[config.mk]
export PLATFORM = sky130hd
export DESIGN_NAME = instruction_fetch_unit
export DESIGN_NICKNAME = d
export VERILOG_FILES = /design/src/rtl/instruction_fetch_unit_pkg.sv /design/src/rtl/instruction_fetch_unit_fetch_fifo.sv /design/src/rtl/instruction_fetch_unit.sv
export SDC_FILE = /design/constraint.sdc
export NUM_CORES = 1
export LEC_CHECK = 0
export CORE_MARGIN = 4
export CORE_UTILIZATION = 25
export CTS_CLUSTER_SIZE = 40
export DETAILED_ROUTE_END_ITERATION = 16
export PLACE_DENSITY_LB_ADDON = 0.1
export SLEW_MARGIN = 10
export SYNTH_ARGS = -nofsm -noshare
export SYNTH_HDL_FRONTEND = slang
export SYNTH_SLANG_ARGS = --single-unit
export TNS_END_PERCENT = 30
[constraint.sdc]
create_clock -name clk -period 7.13 [get_ports clk]
set_input_delay 1.0695 -clock clk [delete_from_list [all_inputs] [get_ports clk]]
set_output_delay 1.0695 -clock clk [all_outputs]
set_load 0.1 [all_outputs]
[src/rtl/instruction_fetch_unit_pkg.sv]
// Shared fetch-core definitions: widths, reset vector default, state encoding, FIFO entry layout.
package instruction_fetch_unit_pkg;

  localparam int unsigned INSTR_WIDTH = 32;
  localparam logic [INSTR_WIDTH-1:0] RESET_VECTOR_DEFAULT = 32'h0000_0000;
  localparam logic [INSTR_WIDTH-1:0] NOP = 32'h0000_0013;

  typedef enum logic {
    FETCH = 1'b0,
    DRAIN = 1'b1
  } fetch_state_e;

  typedef struct packed {
    logic [INSTR_WIDTH-1:0] pc;
    logic [INSTR_WIDTH-1:0] instr;
  } fetch_entry_t;

endpackage

[src/rtl/instruction_fetch_unit_fetch_fifo.sv]
// Prefetch FIFO holding {pc, instr} entries; flush overrides push and pop.
module fetch_fifo
  import instruction_fetch_unit_pkg::*;
#(
  parameter int unsigned DEPTH = 2
) (
  input  logic         clk,
  input  logic         rst_n,
  input  logic         push,
  input  logic         pop,
  input  logic         flush,
  input  fetch_entry_t din,
  output logic         full,
  output logic         empty,
  output fetch_entry_t head
);

  localparam int unsigned AW = (DEPTH > 1) ? $clog2(DEPTH) : 1;
  localparam int unsigned CW = AW + 1;

  fetch_entry_t    mem [DEPTH];
  logic [AW-1:0]   wr_ptr;
  logic [AW-1:0]   rd_ptr;
  logic [CW-1:0]   count;
  logic            do_push;
  logic            do_pop;

  assign empty   = (count == '0);
  assign full    = (count == CW'(DEPTH));
  assign do_pop  = pop & ~empty;
  // A push into a full FIFO is accepted only when the head leaves in the same cycle.
  assign do_push = push & (~full | do_pop);
  assign head    = mem[rd_ptr];

  always_ff @(posedge clk or negedge rst_n) begin
    if (!rst_n) begin
      wr_ptr <= '0;
      rd_ptr <= '0;
      count  <= '0;
    end else if (flush) begin
      wr_ptr <= '0;
      rd_ptr <= '0;
      count  <= '0;
    end else begin
      if (do_push) wr_ptr <= wr_ptr + AW'(1);
      if (do_pop)  rd_ptr <= rd_ptr + AW'(1);
      case ({do_push, do_pop})
        2'b10:   count <= count + CW'(1);
        2'b01:   count <= count - CW'(1);
        default: count <= count;
      endcase
    end
  end

  always_ff @(posedge clk) begin
    if (do_push && !flush) mem[wr_ptr] <= din;
  end

endmodule

[src/rtl/instruction_fetch_unit.sv]
// Instruction fetch: PC sequencing, memory req/ack, redirect and in-flight drain handling.
module instruction_fetch_unit
  import instruction_fetch_unit_pkg::*;
#(
  parameter logic [31:0] RESET_VECTOR = RESET_VECTOR_DEFAULT,
  parameter int unsigned FIFO_DEPTH   = 2
) (
  input  logic        clk,
  input  logic        rst_n,
  output logic        mem_req,
  output logic [31:0] mem_addr,
  input  logic        mem_ack,
  input  logic [31:0] mem_rdata,
  input  logic        redirect_valid,
  input  logic [31:0] redirect_pc,
  output logic        instr_valid,
  output logic [31:0] instr,
  output logic [31:0] instr_pc,
  input  logic        instr_ready
);

  localparam logic [31:0] ALIGN_MASK = 32'hFFFF_FFFC;

  fetch_state_e state, state_d;
  logic [31:0]  pc, pc_d;
  logic [31:0]  drain_addr, drain_d;
  logic         push, pop, flush;
  logic         full, empty;
  fetch_entry_t din, head;

  assign din         = '{pc: pc, instr: mem_rdata};
  assign instr_valid = ~empty;
  assign instr       = empty ? '0 : head.instr;
  assign instr_pc    = empty ? '0 : head.pc;

  fetch_fifo #(.DEPTH(FIFO_DEPTH)) u_fifo (
    .clk   (clk),
    .rst_n (rst_n),
    .push  (push),
    .pop   (pop),
    .flush (flush),
    .din   (din),
    .full  (full),
    .empty (empty),
    .head  (head)
  );

  always_ff @(posedge clk or negedge rst_n) begin
    if (!rst_n) begin
      state      <= FETCH;
      pc         <= RESET_VECTOR & ALIGN_MASK;
      drain_addr <= '0;
    end else begin
      state      <= state_d;
      pc         <= pc_d;
      drain_addr <= drain_d;
    end
  end

  // Request is held stable until ack: count cannot grow without an ack, and a
  // redirect against a pending request parks the old address in DRAIN.
  always_comb begin
    state_d  = state;
    pc_d     = pc;
    drain_d  = drain_addr;
    push     = 1'b0;
    flush    = 1'b0;
    pop      = instr_valid & instr_ready;
    mem_req  = 1'b0;
    mem_addr = pc;

    case (state)
      FETCH: mem_req = rst_n & ~full;
      DRAIN: begin
        mem_req  = rst_n;
        mem_addr = drain_addr;
      end
      default: ;
    endcase

    if (redirect_valid) begin
      flush = 1'b1;
      pop   = 1'b0;
      pc_d  = redirect_pc & ALIGN_MASK;
      if (state == FETCH && mem_req && !mem_ack) begin
        drain_d = pc;
        state_d = DRAIN;
      end
    end else if (state == FETCH) begin
      if (mem_req && mem_ack) begin
        push = 1'b1;
        pc_d = pc + 32'd4;
      end
    end else if (mem_req && mem_ack) begin
      state_d = FETCH;
    end
  end

endmodule
==> results.txt <==
htree depth = 4
Post-Synthesis Cell Area = 0.00817 mm2
WHS Path Cells = 1
setup_tns = 0 ns
Max FO, Critical Path = 69
Period Utilization, post-route = 0.619
WL final = 21200 um
largest net degree at the start of global routing = 70
worst setup path category = in -> out
Antenna Nets Post-Route = 0
Final HPWL DP = 13600 um
DR iter-0 viols = 216
Synth Register Bits = 189
r2r setup slk = 4.12 ns
Num CTS Buffers = 17
post_cts resized = 0
Layout area overhead = 32.1%
crit path max-delay cell type = clkdlybuf4s50_1
ys async rst share = 0.344
GP Congestion = 0.701
pwr/cell area = 291 mW/mm2
CTS tree = done
top post-synthesis cells by area = edfxtp_1 (46%), dfrtp_1 (20%), mux2_2 (7.9%)
Slew @ Worst Pin = 1.07 ns
worst min-delay path class = reg -> reg
Worst Min Path Start = drain_addr[11]
routed vias/inst = 4.29
Max Cap Violations = 0
Relative slew margins = 0.287
yosys warns = 0
worst reg2reg path depth = 3
most common cell after layout, fill and taps aside = clkdlybuf4s50_1
die area = 0.0356 mm2
clk_lat worst skew = 0.43 ns
clock period minus final worst setup slack = 4.41 ns
Max VDD drop = 172 uV
postcts setup bufs = 0
GRT Resource Usage Total = 0.120
dpl cells = 1167
Post-synth EDFFs = 124
Die Y = 189 um
Ant. Diodes = 0
post-synthesis cell count = 599
number of antenna violations at the first check in global routing = 1
clock root buffer = clkbuf_16
Critical Path RT = 6.06 ns
reg2reg start = state
unrepaired setup endpoints after global routing = false
clk slew on worst S/H paths = 0.06 ns
Starting Density = 0.256
CP Cell Sequence = buf_4 -> o21ai_1 -> inv_1 -> clkdlybuf4s50_1
Unique masters post-synth = 38
I/O Pins = 167
drt wl/cell = 17.7 um
share of cells above drive strength 1 = 0.145
router iterations before antenna repair = 5
CP endpoint kind = output port
clk sinks = 189
final hold vios = 0
Worst EP arrival = 3.34 ns
hold_buf cts = 0
fin nets = 821
vias in the first global route = 5617
clock skew = 0.0145 ns
Total Power = 3.14 mW
dominant cell type by area after synthesis = edfxtp_1
Post-route DRC = 0
Min Hold Slack = 0.507 ns
status = finished clean
CTS Buffer Depth = 2
Syn Area/Cell = 13.6 um2
most frequent cells in the layout = clkdlybuf4s50_1 (158), edfxtp_1 (124), nor2_1 (73)
CP startpoint kind = input port
Post-synth top flop = edfxtp_1
Slew Limit Fails = 0
CORE AREA = 0.0319 mm2
Port Buf Inserts = 160
leakage = 3.65 nW
Seq/Total Area, Yosys = 0.655
Final setup viols = 0
first-pass GRT wire length = 32900 um
DR vias = 5141
Max stage delay on crit path = 1.13 ns
Die Width = 189 um
Final Instance Count excl. Fillers = 1199
fmax = 0.227 GHz
Rows = 65
reg-to-reg endpoint = u_fifo.mem[1][50]
top-area cell type share of the netlist area = 0.456
GRT overflow = 0
Worst Hold End = drain_addr[11]
==> cells by family after synthesis <==
logic type / Yosys count / share of synthesized area
DFF: 189 / 0.655
and+or+nand+nor: 174 / 0.104
muxes: 120 / 0.156
buffers and inverters: 44 / 0.0256
AOI/OAI and AO/OA: 38 / 0.0237
xor gates and xnor gates: 32 / 0.0343
adders and majority gates: 1 / 0.00153
other: 1 / 0.000459
==> critical path: cells and delay by family <==
family / cells / cell delay (ns)
buffers and inverters: 3 / 1.93
AO/OA/AOI/OAI: 1 / 0.28
==> synthesized netlist by cell type (all sizes together) (2+ instances only) <==
master and number:
and3 3, clkbuf 17, mux2 57, nand2b 2
nand3 10, nand4 7, nor3b 3, nor2 74
nor3 11, nand2 47, nor4 7, nor2b 2
o21ai 35, mux2i 63, a21oi 2, xor2 7
and4 5, inv 8, buf 19, dfrtp 65
edfxtp 124, xnor2 25
==> cell type report <==
cell class	count	area [um2]
fillers	3201	21100
flip-flops and latches	189	5360
multi-input cells	369	2640
repair buffers	166	1640
well taps	435	544
clock buffers	18	429
clock inverters	14	160
inverters	8	30.0
==> through the flow <==
stage,cell area [um2],utilization,setup WS (ns)
2_1_floorplan,8180,-,0.422
3_3_place_gp,10200,0.320,2.67
3_5_place_dp,10200,0.320,2.68
4_1_cts,10800,0.339,2.53
5_1_grt,10800,0.339,2.51
6_report,10800,0.339,2.72
==> per-layer routing <==
metal	part of all wire	track usage	up-vias
met3	0.038	0.0293	20
li1	-	-	2447
met1	0.47	0.157	2542
met2	0.48	0.197	130
met4	0.018	0.0370	2
met5	0.00080	0	-
==> how the worst max path moves through the flow <==
stage	end	slack, ns	cells past startpoint	startpoint
global placement	mem_req	2.67	4	rst_n
global route	instr_pc[8]	2.51	4	u_fifo.rd_ptr
detailed placement	mem_req	2.68	4	rst_n
finish	mem_req	2.72	4	rst_n
floorplan	u_fifo.mem[0][0]	0.42	3	mem_ack
CTS	instr_pc[8]	2.53	4	u_fifo.rd_ptr
==> state kept, by name, summed over array words and instances (netlist names) <==
register       cells
drain_addr        30
pc                30
state              1
u_fifo.count       2
u_fifo.mem       124
u_fifo.rd_ptr      1
u_fifo.wr_ptr      1
==> report_power, final <==
group | internal, mW | switching, mW
Sequential | 1.26 | 0.0800
Clock | 0.526 | 0.437
Combinational | 0.246 | 0.593
Power figures use the tool's default switching activity.
